--- src/rtl/score_display_pkg.sv ---
// score_display_pkg: shared types and constants for the score display slice.
// Conversion FSM states, saturation limit, iteration count and the active-low
// seven-segment patterns ({g,f,e,d,c,b,a}) used by score_display.
package score_display_pkg;

    typedef enum logic [1:0] {
        StIdle,
        StShift,
        StLoad
    } conv_state_t;

    localparam int unsigned SAT_MAX    = 9999;
    localparam int unsigned CONV_ITERS = 14;

    localparam logic [6:0] SEG_0   = 7'b1000000;
    localparam logic [6:0] SEG_1   = 7'b1111001;
    localparam logic [6:0] SEG_2   = 7'b0100100;
    localparam logic [6:0] SEG_3   = 7'b0110000;
    localparam logic [6:0] SEG_4   = 7'b0011001;
    localparam logic [6:0] SEG_5   = 7'b0010010;
    localparam logic [6:0] SEG_6   = 7'b0000010;
    localparam logic [6:0] SEG_7   = 7'b1111000;
    localparam logic [6:0] SEG_8   = 7'b0000000;
    localparam logic [6:0] SEG_9   = 7'b0010000;
    localparam logic [6:0] SEG_OFF = 7'b1111111;

    // Non-decimal nibbles blank the digit rather than showing garbage.
    function automatic logic [6:0] seg_decode(logic [3:0] nib);
        logic [6:0] pat;
        case (nib)
            4'd0:    pat = SEG_0;
            4'd1:    pat = SEG_1;
            4'd2:    pat = SEG_2;
            4'd3:    pat = SEG_3;
            4'd4:    pat = SEG_4;
            4'd5:    pat = SEG_5;
            4'd6:    pat = SEG_6;
            4'd7:    pat = SEG_7;
            4'd8:    pat = SEG_8;
            4'd9:    pat = SEG_9;
            default: pat = SEG_OFF;
        endcase
        return pat;
    endfunction

endpackage

--- src/rtl/bin2bcd_seq.sv ---
// bin2bcd_seq: sequential double-dabble converter, 14-bit binary to 4 BCD digits.
// start is accepted only in StIdle; bcd holds the last finished result and done
// pulses for one cycle when it is updated.
module bin2bcd_seq
    import score_display_pkg::*;
(
    input  logic        clk,
    input  logic        clr_n,
    input  logic        start,
    input  logic [13:0] bin,
    output logic        busy,
    output logic        done,
    output logic [15:0] bcd
);

    conv_state_t state_q;
    logic [13:0] bin_q;
    logic [15:0] scratch_q;
    logic [15:0] scratch_adj;
    logic [3:0]  iter_q;
    logic [15:0] bcd_q;
    logic        done_q;

    // Add-3 correction on every nibble that would overflow past 9 when doubled.
    always_comb begin
        scratch_adj = scratch_q;
        for (int i = 0; i < 4; i++) begin
            if (scratch_adj[4*i +: 4] >= 4'd5) begin
                scratch_adj[4*i +: 4] = scratch_adj[4*i +: 4] + 4'd3;
            end
        end
    end

    // Conversion FSM: capture, 14 correct-and-shift steps, publish.
    always_ff @(posedge clk or negedge clr_n) begin
        if (!clr_n) begin
            state_q   <= StIdle;
            bin_q     <= '0;
            scratch_q <= '0;
            iter_q    <= '0;
            bcd_q     <= '0;
            done_q    <= 1'b0;
        end else begin
            done_q <= 1'b0;
            unique case (state_q)
                StIdle: begin
                    if (start) begin
                        bin_q     <= bin;
                        scratch_q <= '0;
                        iter_q    <= '0;
                        state_q   <= StShift;
                    end
                end
                StShift: begin
                    {scratch_q, bin_q} <= {scratch_adj, bin_q} << 1;
                    iter_q             <= iter_q + 4'd1;
                    if (iter_q == 4'(CONV_ITERS - 1)) begin
                        state_q <= StLoad;
                    end
                end
                StLoad: begin
                    bcd_q   <= scratch_q;
                    done_q  <= 1'b1;
                    state_q <= StIdle;
                end
                default: state_q <= StIdle;
            endcase
        end
    end

    assign busy = (state_q != StIdle);
    assign done = done_q;
    assign bcd  = bcd_q;

endmodule

--- src/rtl/score_display.sv ---
// score_display: saturates the game score, converts it to BCD and drives a
// 4-digit multiplexed common-anode display; lives shown on decimal points.
// Optional build macro SCORE_DISPLAY_BLINK_EN: blank the display periodically
// when lives == 0.
module score_display
    import score_display_pkg::*;
#(
    parameter int unsigned REFRESH_BITS = 17,
    parameter int unsigned BLINK_BITS   = 25
) (
    input  logic        clk,
    input  logic        clr_n,
    input  logic [15:0] timealive,
    input  logic [1:0]  lives,
    output logic [3:0]  an,
    output logic [6:0]  seg,
    output logic        dp
);

    logic [13:0]             sat;
    logic [13:0]             last_val_q;
    logic                    conv_start;
    logic                    conv_busy;
    logic                    conv_done_unused;
    logic [15:0]             disp_bcd;
    logic [REFRESH_BITS-1:0] refresh_cnt_q;
    logic [1:0]              sel;
    logic [3:0]              digit;
    logic                    dark;
    logic [3:0]              an_q;
    logic [6:0]              seg_q;
    logic                    dp_q;

    assign sat = (timealive > 16'(SAT_MAX)) ? 14'(SAT_MAX) : timealive[13:0];

    // Changes arriving while busy are not lost: last_val lags, so the next
    // idle compare picks up whatever value is current then.
    assign conv_start = !conv_busy && (sat != last_val_q);

    // Remember the value handed to the converter.
    always_ff @(posedge clk or negedge clr_n) begin
        if (!clr_n) begin
            last_val_q <= '0;
        end else if (conv_start) begin
            last_val_q <= sat;
        end
    end

    bin2bcd_seq u_conv (
        .clk   (clk),
        .clr_n (clr_n),
        .start (conv_start),
        .bin   (sat),
        .busy  (conv_busy),
        .done  (conv_done_unused),
        .bcd   (disp_bcd)
    );

    // Free-running digit refresh counter.
    always_ff @(posedge clk or negedge clr_n) begin
        if (!clr_n) begin
            refresh_cnt_q <= '0;
        end else begin
            refresh_cnt_q <= refresh_cnt_q + REFRESH_BITS'(1);
        end
    end

    assign sel   = refresh_cnt_q[REFRESH_BITS-1 -: 2];
    assign digit = disp_bcd[4*sel +: 4];

`ifdef SCORE_DISPLAY_BLINK_EN
    logic [BLINK_BITS-1:0] blink_cnt_q;

    // Free-running blink timebase for the game-over display.
    always_ff @(posedge clk or negedge clr_n) begin
        if (!clr_n) begin
            blink_cnt_q <= '0;
        end else begin
            blink_cnt_q <= blink_cnt_q + BLINK_BITS'(1);
        end
    end

    assign dark = (lives == 2'd0) && blink_cnt_q[BLINK_BITS-1];
`else
    logic [31:0] blink_bits_unused;
    assign blink_bits_unused = BLINK_BITS;
    assign dark              = 1'b0;
`endif

    // Registered anode/segment/dp drive, one cycle behind sel.
    always_ff @(posedge clk or negedge clr_n) begin
        if (!clr_n) begin
            an_q  <= 4'b1111;
            seg_q <= SEG_OFF;
            dp_q  <= 1'b1;
        end else begin
            an_q  <= dark ? 4'b1111 : ~(4'b0001 << sel);
            seg_q <= seg_decode(digit);
            dp_q  <= !(sel < lives);
        end
    end

    assign an  = an_q;
    assign seg = seg_q;
    assign dp  = dp_q;

endmodule

--- config.mk ---
export PLATFORM = sky130hd
export DESIGN_NAME = score_display
export DESIGN_NICKNAME = d
export VERILOG_FILES = /design/src/rtl/score_display_pkg.sv /design/src/rtl/bin2bcd_seq.sv /design/src/rtl/score_display.sv
export SDC_FILE = /design/constraint.sdc
export NUM_CORES = 1
export LEC_CHECK = 0
export CORE_MARGIN = 2
export CORE_UTILIZATION = 45
export CTS_CLUSTER_SIZE = 8
export DETAILED_ROUTE_END_ITERATION = 8
export GPL_TIMING_DRIVEN = 1
export PLACE_DENSITY = 0.68
export SLEW_MARGIN = 10
export SYNTH_ARGS = -nofsm -noshare
export SYNTH_HDL_FRONTEND = slang
export SYNTH_SLANG_ARGS = --single-unit
export TNS_END_PERCENT = 30
--- constraint.sdc ---
create_clock -name clk -period 2.9 [get_ports clk]
set_input_delay 0.58 -clock clk [delete_from_list [all_inputs] [get_ports clk]]
set_output_delay 0.58 -clock clk [all_outputs]
set_load 0.005 [all_outputs]
Word level (Yosys, flattened, before mapping)
Memories as Yosys holds them, arrays and structs flattened. A register that Yosys moved wholly into a read port is not among the register bits. Index checks and enable logic that the tools add are counted.

Add/subtract/negate cells: 6. Magnitude comparators: 6. Equal/unequal tests: 6. Shifts and indexed selects: 2. Multiplexer cells: 14. Bitwise operators: 1. Reduce and logical (&&, ||, !) cells: 9.

Operator list (number): $pmux W16 S2 (1); $mux W14 (2); $pmux W14 S2 (1); $add A17 B1 Y17 const B (1); $ge A4 B3 Y1 const B (4); $gt A16 B14 Y1 const B (1); $mux W16 (1); $mux W4 (4); $shiftx A16 B5 Y4 (1); $ne A14 B14 Y1 (1); $add A4 B2 Y4 const B (3); $pmux W4 S2 (1); $add A4 B1 Y4 const B (1); $eq A4 B4 Y1 const B (1); $mux W2 (2); $not A4 Y4 (1); $pmux W2 S2 (1); $reduce_and A2 Y1 (2); $reduce_bool A2 Y1 (2); $shl A1 B2 Y4 const A (1); $add A3 B2 Y3 const B (1); $logic_not A1 Y1 (3); $mux W3 (1); $eq A2 B1 Y1 const B (1); 6 further kinds (6).

Bits in registers: 88. Memory bits (read-only): 112. Memories kept: 1.

Memory list: (no name shown) (words 16, bits a word 7, read ports 1, clocked after Yosys merged registers in 1, wr ports 0, line score_display_pkg.sv:30) `case (nib)`.

Logic depth before layout (Yosys ltp)
Gate-level depths: netlist (run 1).

Word-level depth: 6. Gate-level depth with buffers: 11. Mapped depth without buffers: 7.

Hierarchy
From an unflattened synthesis (run 1), not the netlist that was laid out.

Cell total of the unflattened synthesis: 462. Area, all modules: 4942.2 µm².

By module, submodules not included: bin2bcd_seq (instances 1, cells each 250, area each 2586.2 µm², sequential area each 1326.3 µm²); score_display (instances 1, cells each 212, area each 2356.0 µm², sequential area each 1091.0 µm²).

Worst setup path before layout (run 1)
OpenSTA, ideal clock, no wires.

Kind: input -> register. Start point: input timealive[12]. End point: register u_conv.bin_q[11]. Arrival time: 2.438 ns. Data required time: 2.774 ns. Setup slack: 0.336 ns. Cell stages on the path: 9. Path buffers: 2. Cell sequence: clkbuf_1 -> o21ai_1 -> o211ai_2 -> and3_1 -> o32a_1 -> a41oi_2 -> nor2_2 -> buf_6 -> a221o_1.

Longest elaborated chain between the ends: 6. Elaborated cells between the ends (all ways): 8. Classes of those cells: 1 x order compare; 2 x eq/ne; 3 x mux; 2 x reduce/logical.

Ends and longest elaborated chain: start, declared (line score_display.sv:13) `input logic [15:0] timealive,`; $gt A16 B14 Y1 (line score_display.sv:34) `assign sat = (timealive > 16'(SAT_MAX)) ? 14'(SAT_MAX) : timealive[13:0];`; $mux W14 * (line score_display.sv:34); $ne A14 B14 Y1 (line score_display.sv:38) `assign conv_start = !conv_busy && (sat != last_val_q);`; $logic_and A1 B1 Y1 (line score_display.sv:38); $ne A2 B2 Y1 (no source line); $reduce_and A2 Y1 (no source line); end signal, assigned (line bin2bcd_seq.sv:48) `bin_q <= bin;`; end signal, assigned (line bin2bcd_seq.sv:55) `{scratch_q, bin_q} <= {scratch_adj, bin_q} << 1;`; end, declared (line bin2bcd_seq.sv:17) `logic [13:0] bin_q;`.

Every way passes the cells marked *; elsewhere a longest branch is shown, timed or not. The select of a mux whose other input is x is not followed. A chain may end at the register's enable or synchronous reset.

Final worst setup path (run 1)
Start point: input timealive[15]. End point: register u_conv.bin_q[8].

Longest elaborated chain between the ends: 6. Elaborated cells between the ends (all ways): 8. Classes of those cells: 1 x order compare; 2 x eq/ne; 3 x mux; 2 x reduce/logical.

Ends and longest elaborated chain (line): $gt A16 B14 Y1 * (score_display.sv:34); $mux W14 * (score_display.sv:34); $ne A14 B14 Y1 (score_display.sv:38); $logic_and A1 B1 Y1 (score_display.sv:38); $ne A2 B2 Y1 (no source line); $reduce_and A2 Y1 (no source line).

Marked as above.

==> out/metrics.yaml, run 1 <==
outcome: "completed"
cts_setup_buffers: 0
critPathMaxFanout: 13
start_util_pct: 46.0
grt_pass1_vias: 3419
setup_viol_count_final: 0
htreeDepth: 3
register_area_mm2: 0.00239
cp_cell_sequence: "clkdlybuf4s50_1 > or2_2 > nor4_2 > o221ai_1 > a221oi_2 > a41oi_4 > buf_6 > or2_4 > o221a_2"
power_density_mw_per_mm2: 910
clk_path_buf_depth: 2
area_delta_synth_final_pct: 18.5
maxSlewHeadroom_pct: 27.2
ant_nets: 0
start_kind: "input pin"
fin_tns_setup_ns: 0
cts.sinks: 95
crit_type: "input pin to flip-flop"
synthCells: 438
grt_max_degree: 96
multi_input_area_mm2: 0.00218
clk_pin_slew_worst_paths_ns: 0.10
synth_warnings: 0
hold_viol: 0
yosys.area.top_type: "dfrtp_1"
cts-resized-gates: 0
critPathSlowestCell: "clkdlybuf4s50_1"
hp-class: "input pin to asynchronous set/reset pin"
die_area_mm2: 0.0113
synth_top_area_share_pct: 43.9
dpl_cell_area_mm2: 0.00536
drv_cap: 0
die_h_um: 106
grt_pass1_wl_um: 16200
gp_congestion: 0.844
synthArstFlopShare_pct: 100
leakage_nw: 2.47
fin_crit_sh_pct: 97.3
p_total_mw: 5.10
io_pins: 32
fmaxAchievable_mhz: 354
final_area_mm2: 0.00560
vias_per_cell: 5.41
yosysSeqAreaShare_pct: 50.6
clock_skew_ns: 0.00971
nNetsFinal: 532
core_area_mm2: 0.0103
routed_wl_um: 9380
syn_avg_cell_area_um2: 10.8
tightest_slew_ns: 1.09
timing.critical_path.arrival_ns: 3.08
slew_viol_final: 0
grt-ovfl-total: 0
rows: 37
cts_tree: "done"
post_synth_num_cell_types: 57
antenna_found_initial: 0
root_buffer: "clkbuf_8"
synth-main-ff-cell: "dfrtp_1"
wl_per_cell_um: 14.8
yosys-top-cells-count: "dfrtp_1 (83), nand2_1 (44), nor2_1 (34), a21oi_1 (22), inv_1 (22)"
period_minus_slack_ns: 2.82
synth_seq_cells: 95
cp.required_ns: 3.16
peakVddDrop_mv: 0.295
n_antenna_cell: 0
die_w_um: 106
clk_latency_ns: 0.36
cts_buffers: 9
drc: 0
grt_usage_pct: 17.9
io_buffer_count: 31
holdBufCountCts: 0
routed-via-count: 3443
fin_util_pct: 54.5
drive_gt1_share_pct: 19.0
critPathCaptureType: "flip-flop"
hpwl_um: 6650
synth_area_mm2: 0.00473
drt_iter0_markers: 180
syn_nets: 475
synth_edf_count: 0
nFillCells: 903
first_pass_iters: 4
synth_top_cells_by_area: "dfrtp_1 (44%), dfstp_2 (6.7%), ha_1 (4.5%), mux2_2 (3.8%), nand2_1 (3.5%)"
yosysMostFrequentCell: "dfrtp_1"
max_stage_delay_ns: 0.45
==> layout make-up <==
| type | instances | share of cell area [%] |
|---|---|---|
| multi-input combinational | 304 | 39.0 |
| timing repair buffer | 63 | 10.1 |
| clock inverter | 7 | 1.52 |
| sequential | 95 | 42.7 |
| tap | 136 | 3.04 |
| clock buffer | 9 | 2.21 |
| inverter | 22 | 1.47 |
==> per-layer routing <==
layer / vias to the layer above / wire length [um] / GRT usage, %
met5: - / 0 / 0
met4: 0 / 157 / 6.86
met3: 16 / 266 / 2.51
met2: 47 / 4430 / 28.6
met1: 1706 / 4530 / 24.8
li1: 1674 / - / -
==> final timing paths <==
path / slack [ns] / from / end / depth (start not counted)
min in group clk: 0.47 / refresh_cnt_q[10]$_DFF_PN0_ / refresh_cnt_q[10]$_DFF_PN0_ / 1
max in group asynchronous: 2.25 / clr_n / seg[4]$_DFF_PN1_ / 2
worst min-delay path: 0.21 / clr_n / last_val_q[5]$_DFFE_PN0P_ / 2
worst max-delay path: 0.08 / timealive[15] / u_conv.bin_q[8]$_DFFE_PN0P_ / 9
worst min register to register: 0.47 / refresh_cnt_q[10]$_DFF_PN0_ / refresh_cnt_q[10]$_DFF_PN0_ / 1
worst max register to register: 0.63 / last_val_q[10]$_DFFE_PN0P_ / u_conv.bin_q[8]$_DFFE_PN0P_ / 7
==> stage by stage <==
step | setup slack, ns | instances | hold WS [ns]
final | 0.0790 | 636 | 0.214
after global routing | -0.0393 | 636 | 0.277
after CTS | 0.0837 | 636 | 0.272
after detailed placement | -0.315 | 620 | 0.454
after global placement | -0.279 | 620 | 0.450
after floorplan | 0.336 | 438 | 0.284
==> cells in the final DEF, fill, tap and decap left out, types with 4 or more instances in the layout <==
cell	netlist	final
nand4_1	4	4
nand3_1	6	6
nor2_1	34	34
dfstp_2	12	12
mux4_2	4	4
xor2_1	7	7
and2_1	6	6
nor3_1	6	5
ha_1	17	17
o22ai_1	13	13
inv_1	22	22
clkdlybuf4s50_1	0	30
buf_4	0	31
dfrtp_1	83	83
a21oi_1	22	21
nand2_1	44	44
o21ai_0	13	13
nor2b_1	6	6
inv_6	0	4
mux2_2	16	16
a22o_1	10	10
o21a_1	6	6
xnor2_1	18	18
nand2b_1	11	11
clkbuf_8	0	9
nor3b_1	4	4
and3_1	6	6
a221o_1	8	8
mux2i_1	5	5
==> critical path: cells and delay by family <==
family,cells,cell delay [ns]
buf+inv,2,0.65
simple gates,3,0.83
compound gates,4,1.01
==> registers in the layout, indices dropped and copies added, names as in the netlist <==
| signal | count |
|---|---|
| refresh_cnt_q | 17 |
| u_conv.bcd | 16 |
| u_conv.scratch_q | 16 |
| last_val_q | 14 |
| u_conv.bin_q | 14 |
| seg | 7 |
| an | 4 |
| u_conv.iter_q | 4 |
| u_conv.state_q | 2 |
| dp | 1 |
==> where the power goes <==
part	switching (mW)	internal (mW)	total (mW)
Combinational	0.975	0.998	1.97
Sequential	0.391	1.81	2.21
Clock	0.503	0.419	0.922
Total	1.87	3.23	5.10
==> kinds of logic after synthesis <==
kind of cell | synth area share [%]
DFF | 50.6
xor gates and xnor gates | 4.63
and+or+nand+nor | 15.0
buffers and inverters | 3.79
AOI/OAI and AO/OA | 14.7
adders and majority gates | 4.50
muxes | 6.78
No activity file was read; power rests on OpenSTA's default activity.
==> inputs of run 2 (changes only) <==
--- a/config.mk
+++ b/config.mk
@@ -5,7 +5,6 @@
 export SDC_FILE = /design/constraint.sdc
 export NUM_CORES = 1
 export LEC_CHECK = 0
-export CORE_MARGIN = 2
 export CORE_UTILIZATION = 45
 export CTS_CLUSTER_SIZE = 8
 export DETAILED_ROUTE_END_ITERATION = 8
==> constraint.sdc (replaced) <==
create_clock -name clk -period 2.84 [get_ports clk]
set_input_delay 0.568 -clock clk [delete_from_list [all_inputs] [get_ports clk]]
set_output_delay 0.568 -clock clk [all_outputs]
set_load 0.005 [all_outputs]
==> out/metrics.yaml, run 2 (synthesis gave the netlist of run 1 again) <==
setup_slack_ns: 0.0695
nNetsFinal: 541
cp.required_ns: 3.08
worstReg2RegEnd: "u_conv.bin_q[5]$_DFFE_PN0P_"
final_cell_mix: "dfrtp_1 (83), nand2_1 (44), buf_4 (39), nor2_1 (34), clkdlybuf4s50_1 (27)"
n_antenna_cell: 0
cp_num_buf_inv: 2
timing.critical_path.arrival_ns: 3.01
maxSlewHeadroom_pct: 50.9
r2r.worst_path.cells: 8
tightest_slew_ns: 0.737
antenna_found_initial: 0
start_kind: "input pin"
path_delay_family: "compound AO/OA/AOI/OAI gates"
period_minus_slack_ns: 2.77
start_util_pct: 46.2
critPathMaxFanout: 7
fin_crit_sh_pct: 97.6
top_register: "refresh_cnt_q"
fin_hold_ws_ns: 0.212
drive_gt1_share_pct: 20.2
hpwl_um: 7290
clk_pin_slew_worst_paths_ns: 0.10
vias_per_cell: 5.43
power_density_mw_per_mm2: 942
grt_pass1_vias: 3530
fmaxAchievable_mhz: 361
first_pass_iters: 4
largest_reg_flops: 17
outcome: "completed"
drv_cap: 0
gp_congestion: 0.821
io_buffer_count: 31
hp-class: "input pin to asynchronous set/reset pin"
r2r_start: "last_val_q[10]$_DFFE_PN0P_"
core_area_mm2: 0.0102
hold_viol: 0
wl_per_cell_um: 15.5
drt_iter0_markers: 151
ant_nets: 0
clk_latency_ns: 0.36
crit_type: "input pin to flip-flop"
root_buffer: "clkbuf_8"
die_h_um: 104
clk_path_buf_depth: 2
routed-via-count: 3503
max_stage_delay_ns: 0.52
grt_pass1_wl_um: 17000
cts_tree: "done"
cp_cell_sequence: "clkdlybuf4s50_1 > o21ai_1 > o211ai_4 > or3_1 > a21oi_2 > a41oi_4 > and2b_1 > buf_4 > a221o_1"
p_total_mw: 5.38
clock_skew_ns: 0.0116
cts_buffers: 9
grt_usage_pct: 19.5
io_pins: 32
rows: 37
fin_tns_setup_ns: 0
slew_viol_final: 0
grt_max_degree: 43
critPathSlowestCell: "clkdlybuf4s50_1"
htreeDepth: 3
place_ws_ns: -0.359
die_area_mm2: 0.0109
die_w_um: 104
setup_viol_count_final: 0
drc: 0
critPathCaptureType: "flip-flop"
routed_wl_um: 9970
area_delta_synth_final_pct: 20.8
final_common_cell: "dfrtp_1"
peakVddDrop_mv: 0.390
leakage_nw: 2.56
cts.sinks: 95
grt-ovfl-total: 0
reg2reg_setup_slack_ns: 0.62
run 2: changes by cell type in the layout (fill, tap and decap cells not counted), sizes merged:
cell,previous run,this run
clkbuf,9,10
clkinv,1,2
inv,27,24
dlymetal6s2s,0,3
clkdlybuf4s50,30,27
bufinv,1,2
buf,33,42
run 2: worst max path at each step:
stage | start | endpoint | slack, ns | cells past startpoint
floorplan | timealive[12] | u_conv.bin_q[11]$_DFFE_PN0P_ | 0.29 | 9
global route | timealive[12] | u_conv.bin_q[5]$_DFFE_PN0P_ | -0.01 | 10
finish | timealive[12] | u_conv.bin_q[5]$_DFFE_PN0P_ | 0.07 | 9
global placement | timealive[15] | u_conv.bin_q[13]$_DFFE_PN0P_ | -0.28 | 9
CTS | timealive[6] | u_conv.bin_q[5]$_DFFE_PN0P_ | 0.02 | 9
detailed placement | timealive[6] | u_conv.bin_q[11]$_DFFE_PN0P_ | -0.36 | 9
run 2: worst reg2reg max path: cells and delay by family (launching register included):
| family | cells | cell delay (ns) |
|---|---|---|
| and+or+nand+nor | 2 | 0.46 |
| buffers and inverters | 2 | 0.33 |
| AOI/OAI and AO/OA | 4 | 0.88 |
| DFF | 1 | 0.44 |
run 2: routing by layer:
metal  share of wire (%)  GRT usage (%)
met1                  45           25.4
met2                  50           32.8
met3                 3.3           4.20
met4                 1.2           5.61
met5                   0              0
run 2: timing repair:
item	in CTS	in global routing
setup buffers	0	3
hold buffers	0	0
gates resized for setup	0	11
endpoints found under the setup margin	0	18
run 2: power by group:
part / internal, mW / switching [mW] / leakage [nW]
clock network: 0.527 / 0.473 / 0.117
registers: 1.85 / 0.408 / 1.15
logic: 1.09 / 1.03 / 1.29
total: 3.47 / 1.91 / 2.56
run 2: area by class of cell:
class,count,area (um^2)
well taps,136,170
clock buffers,10,138
flip-flops and latches,95,2390
fillers,886,4520
clock inverters,6,91.3
repair buffers,72,643
inverters,22,82.6
multi-input cells,304,2190
run 2: through the flow:
| step | std cells | utilization, % | cell area (um^2) |
|---|---|---|---|
| global route | 645 | 55.8 | 5710 |
| global placement | 626 | 52.8 | 5410 |
| finish | 645 | 55.8 | 5710 |
| detailed placement | 626 | 52.8 | 5410 |
| CTS | 642 | 55.1 | 5640 |
| floorplan | 438 | - | 4730 |
==> inputs of run 3 (changes only) <==
--- a/config.mk
+++ b/config.mk
@@ -10,7 +10,7 @@
 export DETAILED_ROUTE_END_ITERATION = 8
 export GPL_TIMING_DRIVEN = 1
 export PLACE_DENSITY = 0.68
-export SLEW_MARGIN = 10
+export SLEW_MARGIN = 20
 export SYNTH_ARGS = -nofsm -noshare
 export SYNTH_HDL_FRONTEND = slang
 export SYNTH_SLANG_ARGS = --single-unit
==> results of run 3 <==
The final DEF is identical to that of run 2; final timing and power are the same.
